==> src/rtl/wisc15_pkg.sv <==
`default_nettype none
// ============================================================================
// Module   : wisc15_pkg
// Brief    : Shared widths, reset PC and fetch-stage types for the WISC-15 core
// Revision : 1.0
// ============================================================================
package wisc15_pkg;

    localparam int ADDR_W  = 16;
    localparam int INSTR_W = 16;
    localparam logic [ADDR_W-1:0] RESET_PC = 16'h0000;

    typedef enum logic [1:0] {
        RUN    = 2'd0,
        SQUASH = 2'd1,
        HALT   = 2'd2
    } fetch_state_t;

    typedef struct packed {
        logic [INSTR_W-1:0] instr;
        logic [ADDR_W-1:0]  pc;
    } fetch_entry_t;

endpackage
`default_nettype wire

==> src/rtl/fetch_stage_if.sv <==
`default_nettype none
// ============================================================================
// Module   : fetch_stage_if
// Brief    : Instruction-memory, execute-redirect and decode handshake bundle
// Revision : 1.0
// ============================================================================
interface fetch_stage_if;
    import wisc15_pkg::*;

    logic               im_req;
    logic [ADDR_W-1:0]  im_addr;
    logic               im_rvalid;
    logic [INSTR_W-1:0] im_rdata;
    logic               redirect;
    logic [ADDR_W-1:0]  redirect_pc;
    logic               halt;
    logic               id_valid;
    logic               id_ready;
    logic [INSTR_W-1:0] id_instr;
    logic [ADDR_W-1:0]  id_pc;
    logic [ADDR_W-1:0]  id_pc_plus1;
    logic               halted;

    modport master (
        output im_req, im_addr, id_valid, id_instr, id_pc, id_pc_plus1, halted,
        input  im_rvalid, im_rdata, redirect, redirect_pc, halt, id_ready
    );

    modport slave (
        input  im_req, im_addr, id_valid, id_instr, id_pc, id_pc_plus1, halted,
        output im_rvalid, im_rdata, redirect, redirect_pc, halt, id_ready
    );

endinterface
`default_nettype wire

==> src/rtl/fetch_fifo.sv <==
`default_nettype none
// ============================================================================
// Module   : fetch_fifo
// Brief    : Small synchronous FIFO with flush, occupancy count and head output
// Revision : 1.0
// ============================================================================
module fetch_fifo #(
    parameter int WIDTH = 32,
    parameter int DEPTH = 2
) (
    input  logic                   clk,
    input  logic                   rst,
    input  logic                   i_push,
    input  logic [WIDTH-1:0]       i_push_data,
    input  logic                   i_pop,
    input  logic                   i_flush,
    output logic [$clog2(DEPTH):0] o_count,
    output logic [WIDTH-1:0]       o_head
);

    localparam int PTR_W = $clog2(DEPTH);
    localparam int CNT_W = PTR_W + 1;

    logic [WIDTH-1:0] r_mem [DEPTH];
    logic [PTR_W-1:0] r_wr_ptr;
    logic [PTR_W-1:0] r_rd_ptr;
    logic [CNT_W-1:0] r_count;

    always_ff @(posedge clk) begin
        if (i_push) begin
            r_mem[r_wr_ptr] <= i_push_data;
        end
    end

    // DEPTH is a power of two, so the pointers wrap on their own.
    always_ff @(posedge clk or posedge rst) begin
        if (rst) begin
            r_wr_ptr <= '0;
            r_rd_ptr <= '0;
            r_count  <= '0;
        end else if (i_flush) begin
            r_wr_ptr <= '0;
            r_rd_ptr <= '0;
            r_count  <= '0;
        end else begin
            if (i_push) begin
                r_wr_ptr <= r_wr_ptr + 1'b1;
            end
            if (i_pop) begin
                r_rd_ptr <= r_rd_ptr + 1'b1;
            end
            r_count <= r_count + CNT_W'(i_push) - CNT_W'(i_pop);
        end
    end

    assign o_count = r_count;
    assign o_head  = r_mem[r_rd_ptr];

endmodule
`default_nettype wire

==> src/rtl/fetch_stage.sv <==
`default_nettype none
// ============================================================================
// Module   : fetch_stage
// Brief    : WISC-15 fetch front end: PC, credit-based issue, redirect squash
// Revision : 1.0
// ============================================================================
module fetch_stage
    import wisc15_pkg::*;
#(
    parameter int BUF_DEPTH = 2
) (
    input  logic          clk,
    input  logic          rst,
    fetch_stage_if.master bus
);

    localparam int CNT_W = $clog2(BUF_DEPTH) + 1;

    fetch_state_t      r_state;
    fetch_state_t      w_state_nxt;
    logic [ADDR_W-1:0] r_fetch_pc;
    logic [CNT_W-1:0]  r_squash_cnt;
    logic [CNT_W-1:0]  w_squash_nxt;
    logic [CNT_W-1:0]  w_buf_count;
    logic [CNT_W-1:0]  w_outstanding;
    logic [CNT_W:0]    w_credit;
    logic [ADDR_W-1:0] w_tag_head;
    fetch_entry_t      w_head;
    fetch_entry_t      w_push_entry;
    logic              w_redirect;
    logic              w_pop;
    logic              w_retire;
    logic              w_push;
    logic              w_issue;

    assign w_redirect = bus.redirect && !bus.halt && (r_state != HALT);
    assign w_pop      = (w_buf_count != '0) && bus.id_ready && !w_redirect;
    assign w_retire   = bus.im_rvalid && (w_outstanding != '0);
    assign w_push     = w_retire && (r_squash_cnt == '0) && !w_redirect;

    // Buffered plus in-flight words may never exceed the buffer, so every
    // response is guaranteed a slot when it lands.
    assign w_credit = (CNT_W+1)'(w_buf_count) + (CNT_W+1)'(w_outstanding) - (CNT_W+1)'(w_pop);
    assign w_issue  = !rst && (r_state != HALT) && !bus.halt && !w_redirect &&
                      (w_credit < (CNT_W+1)'(BUF_DEPTH));

    assign w_push_entry = '{instr: bus.im_rdata, pc: w_tag_head};

    always_comb begin
        w_squash_nxt = r_squash_cnt;
        w_state_nxt  = r_state;
        if (w_redirect) begin
            w_squash_nxt = w_outstanding - CNT_W'(w_retire);
        end else if (w_retire && (r_squash_cnt != '0)) begin
            w_squash_nxt = r_squash_cnt - 1'b1;
        end
        case (r_state)
            RUN, SQUASH: begin
                if (bus.halt) begin
                    w_state_nxt = HALT;
                end else if (w_squash_nxt != '0) begin
                    w_state_nxt = SQUASH;
                end else begin
                    w_state_nxt = RUN;
                end
            end
            HALT:    w_state_nxt = HALT;
            default: w_state_nxt = RUN;
        endcase
    end

    always_ff @(posedge clk or posedge rst) begin
        if (rst) begin
            r_state      <= RUN;
            r_fetch_pc   <= RESET_PC;
            r_squash_cnt <= '0;
        end else begin
            r_state      <= w_state_nxt;
            r_squash_cnt <= w_squash_nxt;
            if (w_redirect) begin
                r_fetch_pc <= bus.redirect_pc;
            end else if (w_issue) begin
                r_fetch_pc <= r_fetch_pc + 1'b1;
            end
        end
    end

    fetch_fifo #(
        .WIDTH ($bits(fetch_entry_t)),
        .DEPTH (BUF_DEPTH)
    ) u_entry_buf (
        .clk         (clk),
        .rst         (rst),
        .i_push      (w_push),
        .i_push_data (w_push_entry),
        .i_pop       (w_pop),
        .i_flush     (w_redirect),
        .o_count     (w_buf_count),
        .o_head      (w_head)
    );

    // Issue addresses of in-flight reads; its occupancy is the outstanding count.
    fetch_fifo #(
        .WIDTH (ADDR_W),
        .DEPTH (BUF_DEPTH)
    ) u_tag_q (
        .clk         (clk),
        .rst         (rst),
        .i_push      (w_issue),
        .i_push_data (r_fetch_pc),
        .i_pop       (w_retire),
        .i_flush     (1'b0),
        .o_count     (w_outstanding),
        .o_head      (w_tag_head)
    );

    assign bus.im_req      = w_issue;
    assign bus.im_addr     = r_fetch_pc;
    assign bus.id_valid    = (w_buf_count != '0);
    assign bus.id_instr    = w_head.instr;
    assign bus.id_pc       = w_head.pc;
    assign bus.id_pc_plus1 = w_head.pc + 1'b1;
    assign bus.halted      = (r_state == HALT);

endmodule
`default_nettype wire

==> src/flat_wrapper.sv <==
// flat-port wrapper written by rule: the top's interface ports become plain ports
module fetch_stage_flat import wisc15_pkg::*;
#(
    parameter int BUF_DEPTH = 2
)
  (clk, rst, bus_im_req, bus_im_addr, bus_id_valid, bus_id_instr, bus_id_pc, bus_id_pc_plus1, bus_halted, bus_im_rvalid, bus_im_rdata, bus_redirect, bus_redirect_pc, bus_halt, bus_id_ready);
  fetch_stage_if bus_i ();
  input  logic clk;
  input  logic rst;
  output wire logic [$bits(bus_i.im_req)-1:0] bus_im_req;
  output wire logic [$bits(bus_i.im_addr)-1:0] bus_im_addr;
  output wire logic [$bits(bus_i.id_valid)-1:0] bus_id_valid;
  output wire logic [$bits(bus_i.id_instr)-1:0] bus_id_instr;
  output wire logic [$bits(bus_i.id_pc)-1:0] bus_id_pc;
  output wire logic [$bits(bus_i.id_pc_plus1)-1:0] bus_id_pc_plus1;
  output wire logic [$bits(bus_i.halted)-1:0] bus_halted;
  input wire logic [$bits(bus_i.im_rvalid)-1:0] bus_im_rvalid;
  input wire logic [$bits(bus_i.im_rdata)-1:0] bus_im_rdata;
  input wire logic [$bits(bus_i.redirect)-1:0] bus_redirect;
  input wire logic [$bits(bus_i.redirect_pc)-1:0] bus_redirect_pc;
  input wire logic [$bits(bus_i.halt)-1:0] bus_halt;
  input wire logic [$bits(bus_i.id_ready)-1:0] bus_id_ready;
  assign bus_im_req = bus_i.im_req;
  assign bus_im_addr = bus_i.im_addr;
  assign bus_id_valid = bus_i.id_valid;
  assign bus_id_instr = bus_i.id_instr;
  assign bus_id_pc = bus_i.id_pc;
  assign bus_id_pc_plus1 = bus_i.id_pc_plus1;
  assign bus_halted = bus_i.halted;
  assign bus_i.im_rvalid = bus_im_rvalid;
  assign bus_i.im_rdata = bus_im_rdata;
  assign bus_i.redirect = bus_redirect;
  assign bus_i.redirect_pc = bus_redirect_pc;
  assign bus_i.halt = bus_halt;
  assign bus_i.id_ready = bus_id_ready;
  fetch_stage #(.BUF_DEPTH(BUF_DEPTH)) u_core (.clk(clk), .rst(rst), .bus(bus_i));
endmodule
==> config.mk <==
export PLATFORM = sky130hd
export DESIGN_NAME = fetch_stage_flat
export DESIGN_NICKNAME = d
export VERILOG_FILES = /design/src/rtl/wisc15_pkg.sv /design/src/rtl/fetch_stage_if.sv /design/src/rtl/fetch_fifo.sv /design/src/rtl/fetch_stage.sv /design/src/flat_wrapper.sv
export SDC_FILE = /design/constraint.sdc
export NUM_CORES = 1
export LEC_CHECK = 0
export ABC_AREA = 0
export ABC_CLOCK_PERIOD_IN_PS = 4900
export CAP_MARGIN = 40
export CORE_MARGIN = 2
export CORE_UTILIZATION = 52
export DETAILED_ROUTE_END_ITERATION = 10
export GPL_ROUTABILITY_DRIVEN = 1
export PLACE_DENSITY = 0.77
export SYNTH_ARGS = -nofsm -noshare
export SYNTH_HDL_FRONTEND = slang
export SYNTH_HIERARCHICAL = 1
export SYNTH_SLANG_ARGS = --single-unit
==> constraint.sdc <==
create_clock -name clk -period 4.9 [get_ports clk]
set_input_delay 0.98 -clock clk [delete_from_list [all_inputs] [get_ports clk]]
set_output_delay 0.98 -clock clk [all_outputs]
set_load 0.01 [all_outputs]
* After elaboration in Yosys (flattened, before gate mapping) *
Memories as Yosys holds them, arrays and structs flattened.
Cells that the tools add are included.

storage, ports and cells
  flip-flop bits (word level) = 28
  bits in writable memories = 96
  input port bits = 38
  output and inout port bits = 67
  memories kept = 2

cells by class
  add/sub/neg operators = 14
  magnitude comparators = 1
  eq/ne operators = 3
  mux-type cells = 16
  reductions and logical operators = 25

memory list
  memory                    depth  width  rd ports  clocked after memory_dff  write ports  RTL line          source
  u_core.u_entry_buf.r_mem  2      32     1         0                         1            fetch_fifo.sv:24  logic [WIDTH-1:0] r_mem [DEPTH];
  u_core.u_tag_q.r_mem      2      16     1         0                         1            fetch_fifo.sv:24

operators with widths
  cell                   count
  $add 16x1->16 const B  2
  $mux 16                2
  $reduce_bool 2->1      7
  $logic_and 1x1->1      12
  $mux 1                 9
  $mux 2                 4
  $sub 2x1->2            3
  $add 1x1->1 const B    4
  $add 2x1->2            2
  $logic_not 2->1        2
  $pmux 2 s2             1
  $add 2x2->3            1
  $logic_not 1->1        3
  $lt 3x2->1 const B     1
  $sub 3x1->3            1
  $eq 2x1->1 const B     1
  $eq 2x2->1 const B     1
  $ne 2x2->1 const B     1
  $reduce_or 2->1        1
  $sub 2x1->2 const B    1

* Logic depth before layout (Yosys ltp) *
  word-level depth = 10
  depth in mapped cells = 12

* By module *
Netlist, hierarchy kept.

by module, submodules not included
  module                           times used  cells each  area an instance (µm²)
  fetch_fifo (u_core.u_entry_buf)  1           118         2,668.8
  fetch_stage                      1           177         1,500.2
  fetch_fifo (u_core.u_tag_q)      1           68          1,412.6

* Worst setup path after synthesis *
Ideal clock, no wire load.

  kind = input to register
  start point = input port bus_halt
  end point = memory u_core/u_tag_q/r_mem[0][0] (netlist bit) (enable)
  data arrival time = 3.708 ns
  path slack = 0.802 ns
  stages = 10
  cells stage by stage = inv_1 nand3_1 and3_1 ha_1 nand2b_1 fa_1 nor4b_4 and3_1 buf_4 nor2b_1

between the ends
  word-level cells in the longest chain between the ends = 10
  elaborated cells on any way between the ends = 12
  those cells by class = add/sub: 1; order compare: 1; mux: 2; reduce/logical: 8

RTL lines
  item                             RTL line            source
  start: declaration               flat_wrapper.sv:21  input wire logic [$bits(bus_i.halt)-1:0] bus_halt;
  $logic_not 1->1                  fetch_stage.sv:36   assign w_redirect = bus.redirect && !bus.halt && (r_state != HALT);
  $logic_and 1x1->1 (2 in series)  fetch_stage.sv:36
  $logic_not 1->1                  fetch_stage.sv:37   assign w_pop = (w_buf_count != '0) && bus.id_ready && !w_redirect;
  $logic_and 1x1->1                fetch_stage.sv:37
  net u_core.w_pop                 fetch_stage.sv:31   logic w_pop;
  $sub 3x1->3                      fetch_stage.sv:43   assign w_credit = (CNT_W+1)'(w_buf_count) + (CNT_W+1)'(w_outstanding) - (CNT_W+1)'(w_pop);
  $lt 3x2->1                       fetch_stage.sv:45   (w_credit < (CNT_W+1)'(BUF_DEPTH));
  $logic_and 1x1->1                fetch_stage.sv:44   assign w_issue = !rst && (r_state != HALT) && !bus.halt && !w_redirect &&
  net bus_im_req                   flat_wrapper.sv:10  output wire logic [$bits(bus_i.im_req)-1:0] bus_im_req;
  $mux 1                           fetch_fifo.sv:30    if (i_push) begin
  $mux 1 (not written as such)     fetch_fifo.sv:31    r_mem[r_wr_ptr] <= i_push_data;
  end: declaration                 fetch_fifo.sv:24

The timed path passes the listed nets, and every way through them passes these cells.

* Worst setup path after layout *
  start point = input port bus_redirect
  end point = output port bus_im_req

between the ends
  word-level cells in the longest chain between the ends = 7
  elaborated cells on any way between the ends = 8
  those cells by class = add/sub: 1; order compare: 1; reduce/logical: 6

RTL lines
  item                             RTL line            source
  start: declaration               flat_wrapper.sv:19  input wire logic [$bits(bus_i.redirect)-1:0] bus_redirect;
  $logic_and 1x1->1 (2 in series)  fetch_stage.sv:36
  $logic_not 1->1                  fetch_stage.sv:37
  $logic_and 1x1->1                fetch_stage.sv:37
  net u_core.w_pop                 fetch_stage.sv:31
  $sub 3x1->3                      fetch_stage.sv:43
  $lt 3x2->1                       fetch_stage.sv:45
  $logic_and 1x1->1                fetch_stage.sv:44
  end: declaration                 flat_wrapper.sv:10

The timed path passes the listed nets, and every way through them passes these cells.

==> impl_results.md <==
* Port-buffer cells at roughly 100
* DRC Markers at 0
* CP most frequent cell: clkdlybuf4s50_1
* Pre-CTS setup slack at 0.09734 ns
* CP Max Fanout at 3
* Flops & latches, synth at between 100 and 150
* Clock transition at the registers of the reported paths at roughly 0.060 ns
* Fmax at 0.2096 GHz
* CTS tree: done
* Startpoint Class: input pin
* Post-synthesis xor/xnor area fraction at 0.06456
* Switching Fraction at 0.2531
* Max-Cap Viols at 0
* Post-synth EDFFs at 96
* Final Hold Vio Count at 0
* Synth Area in Simple Gates at 0.08608
* Final Wtd Congestion at approximately 0.79
* Antenna Violating Nets Remaining at 0
* Post-Synthesis Cells at ~360
* Main combinational cell family by area after synthesis: multiplexers
* Sequential share of power at 0.379
* Clock buffer depth at 2
* Worst-margin pin slew at about 0.8 ns
* Area share of fa/ha/maj cells after synthesis at 0.02600
* Final WL at 9907 µm
* Mux contribution to synthesized area at 0.1242
* Clk_lat worst skew at 0.51 ns
* Hold_ws at 0.5211 ns
* Detail Placement HPWL at 6914 µm
* Final period util at 0.9739
* H-tree depth at 4
* Syn Area/Cell at ~15 µm²
* Setup CP Type: in -> out
* Die width at about 110 µm
* Share of layout cells above drive strength 1 at 0.1912
* Area Growth Syn to Fin at 32.82%
* CP bufs+invs at 2
* Largest net degree at the start of global routing at 34
* Number of DRC markers in iteration 0 at ~110
* Cell area power density at 438.4 nW/µm²
* Fin crit period at about 4.8 ns
* Worst Setup End Kind: output port
* Multi-input logic area at approximately 1800 µm²
* GRT Resource Usage Total at 0.1817
* Switching power at between 0.8 and 0.9 mW
* Final worst setup slack at ~0.13 ns
* Status: complete, no violations
* Hold Path Class: reg -> reg
* Antenna violations before repair at 0
* First-pass GRT wire length at roughly 16000 µm
* Layout Skew at 0.01261 ns
* Starting Density at 0.5382
* Floorplan row count at 37
* Yosys warns at 6
* Placed cell area at about 6800 µm²
* Routed via count at between 3000 and 4000
* CP required at a little under 4 ns
* # fillers at around 700
* Vias in the first global route at approximately 3300
* Pleak at 2.891 nW
* Maximum vdd drop at 229.2 µV
* RSZ-0062 raised after global routing: no
* Die Ht at around 110 µm
* I/O Pins at around 110
* Wire per inst at 15.53 µm
* Yosys cell types at 37
* Asr flop ratio synth at 0.2258
* Critical path, cell by cell: clkdlybuf4s50_1 > nand3_1 > and3_1 > ha_1 > nand2b_1 > fa_1 > nor4b_4 > and3_4 > clkdlybuf4s50_1
* Slew Viols, Final at 0
* Critical path's largest stage delay at 0.54 ns
* Register Area at around 3600 µm²
* Slew HR at 0.4649
* Internal power at between 2 and 2.5 mW
* Nets at roughly 540
* Post-route cell area at between 7000 and 8000 µm²
* Data arrival time of the critical path at around 3.8 ns
* Root buf cell: clkbuf_8
* # hold bufs at CTS at 0
* Critical-path top delay cell: clkdlybuf4s50_1
* Setup TNS Final at 0 ns
* Logic pwr share at 0.249
* Synth Flop Type: edfxtp_1
* Delay-heaviest family, CP: buffers and inverters
* N_diodes at 0
* TritonRoute pass-1 iters at 4
* Seq/Total Area, Yosys at 0.6420
* Mapped Area at around 5600 µm²
* Final setup fails at 0
* Total chip power at 3.250 mW
* Die area at 11580 µm²
* CTS buffer count at 17
* Post-synthesis compound-gate area fraction at 0.02331
* GRT overflow at 0
* # clock sinks at between 100 and 150
* Core box area at 10370 µm²
* Vias per Instance at a little over 5
* Clock share of power at 0.372
## stage by stage
step | cells | util
detailed placement | 605 | 0.6549
global placement | 603 | 0.6503
finish | 638 | 0.7149
global route | 638 | 0.7149
floorplan | 366 | -
CTS | 637 | 0.7118
## worst reg2reg max path, stage by stage, from the launching register on
cell,delay [ns]
dfrtp_1,0.40
nand2b_1,0.19
nand3_1,0.15
and3_1,0.24
ha_1,0.27
nand2b_1,0.15
fa_1,0.49
nor4b_4,0.22
and3_4,0.25
buf_4,0.21
nor2b_1,0.17
buf_4,0.25
## cell usage after synthesis (all sizes together) (5+ instances only)
| master | number | area, µm² |
|---|---|---|
| and2 | 5 | 31.28 |
| and3 | 9 | 56.30 |
| buf | 7 | 110.1 |
| dfrtp | 28 | 700.7 |
| edfxtp | 96 | 2883 |
| ha | 10 | 125.1 |
| inv | 17 | 63.81 |
| mux2 | 48 | 683.2 |
| nand2 | 26 | 97.59 |
| nand3 | 12 | 60.06 |
| nand4 | 7 | 50.05 |
| nor2 | 12 | 45.04 |
| nor2b | 5 | 31.28 |
| o21ai | 20 | 100.1 |
| xnor2 | 23 | 201.4 |
| xor2 | 13 | 113.9 |
## power groups by stage
stage / Clock [mW] / Sequential, mW / Combinational (mW)
after CTS: 1.23 / 1.24 / 0.805
after global placement: 0 / 1.26 / 0.776
after floorplan: 0 / 1.21 / 0.583
after global routing: 1.27 / 1.24 / 0.876
final: 1.21 / 1.23 / 0.811
after detailed placement: 0 / 1.26 / 0.794
## per-layer routing
metal / share of wire / track usage / wire [µm] / vias to the layer above
met5: 0 / 0 / 0 / -
met4: 0.0053 / 0.06960 / 53 / 0
met3: 0.059 / 0.04419 / 589 / 4
met2: 0.50 / 0.3055 / 4920 / 118
met1: 0.44 / 0.2279 / 4344 / 1582
li1: - / - / - / 1575
## final timing paths
check | startpoint | endpoint | slack (ns) | cells past startpoint
worst min-delay path | u_core/r_state[1]$_DFF_PP0_ | u_core/r_state[1]$_DFF_PP0_ | 0.52 | 1
worst max-delay path | bus_redirect | bus_im_req | 0.13 | 9
worst max register to register | u_core/r_state[1]$_DFF_PP0_ | u_core/u_tag_q/r_mem[0][11]$_DFFE_PP_ | 1.60 | 11
worst min register to register | u_core/r_state[1]$_DFF_PP0_ | u_core/r_state[1]$_DFF_PP0_ | 0.52 | 1
min in group asynchronous | rst | u_core/u_tag_q/o_count[1]$_DFF_PP0_ | 0.85 | 2
max in group asynchronous | rst | u_core/bus.im_addr[9]$_DFFE_PP0P_ | 3.27 | 2
## logic make-up (layout without fill, tap and decap cells)
logic type	count (synthesis)	in the layout
other	1	4
multiplexers	49	49
buffers and inverters	27	163
flip-flops	124	124
XOR/XNOR	38	38
AND/OR/NAND/NOR	89	89
adder cells (fa/ha/maj)	11	11
AO/OA/AOI/OAI	24	24
## final cells by class
cell class	instances	share of cell area
clock buffer	18	0.05637
clock inverter	14	0.02312
inverter	17	0.008608
multi-input combinational	215	0.2478
sequential	124	0.4835
tap	136	0.02295
timing repair buffer	114	0.1576
## cells in the final DEF (no fill, tap or decap), types with 4 or more instances in the layout
cell / netlist / routed
nor2_1: 12 / 12
nand3_1: 12 / 12
dfrtp_1: 28 / 27
clkbuf_16: 0 / 16
nand4_1: 6 / 6
edfxtp_1: 96 / 96
mux2_4: 38 / 38
nor2b_1: 5 / 4
clkinv_4: 0 / 4
clkdlybuf4s50_1: 0 / 104
inv_1: 17 / 17
ha_1: 10 / 10
and3_1: 9 / 8
nand2_1: 26 / 26
and2_1: 5 / 5
o21ai_1: 17 / 17
xnor2_1: 23 / 23
xor2_1: 13 / 13
conb_1: 1 / 4
buf_4: 1 / 7
mux2_2: 10 / 10
## registers in the layout, summed over array words and instances, names as in the netlist
signal / cells
u_core/bus.im_addr: 16
u_core/r_squash_cnt: 2
u_core/r_state: 2
u_core/u_entry_buf/o_count: 2
u_core/u_entry_buf/r_mem: 64
u_core/u_entry_buf/r_rd_ptr: 1
u_core/u_entry_buf/r_wr_ptr: 1
u_core/u_tag_q/o_count: 2
u_core/u_tag_q/r_mem: 32
u_core/u_tag_q/r_rd_ptr: 1
u_core/u_tag_q/r_wr_ptr: 1
## what timing repair did
action | CTS | global route
setup endpoints to repair | 0 | 1
setup buffers | 0 | 0
resized for setup | 0 | 2
No activity file was read; power rests on OpenSTA's default activity.
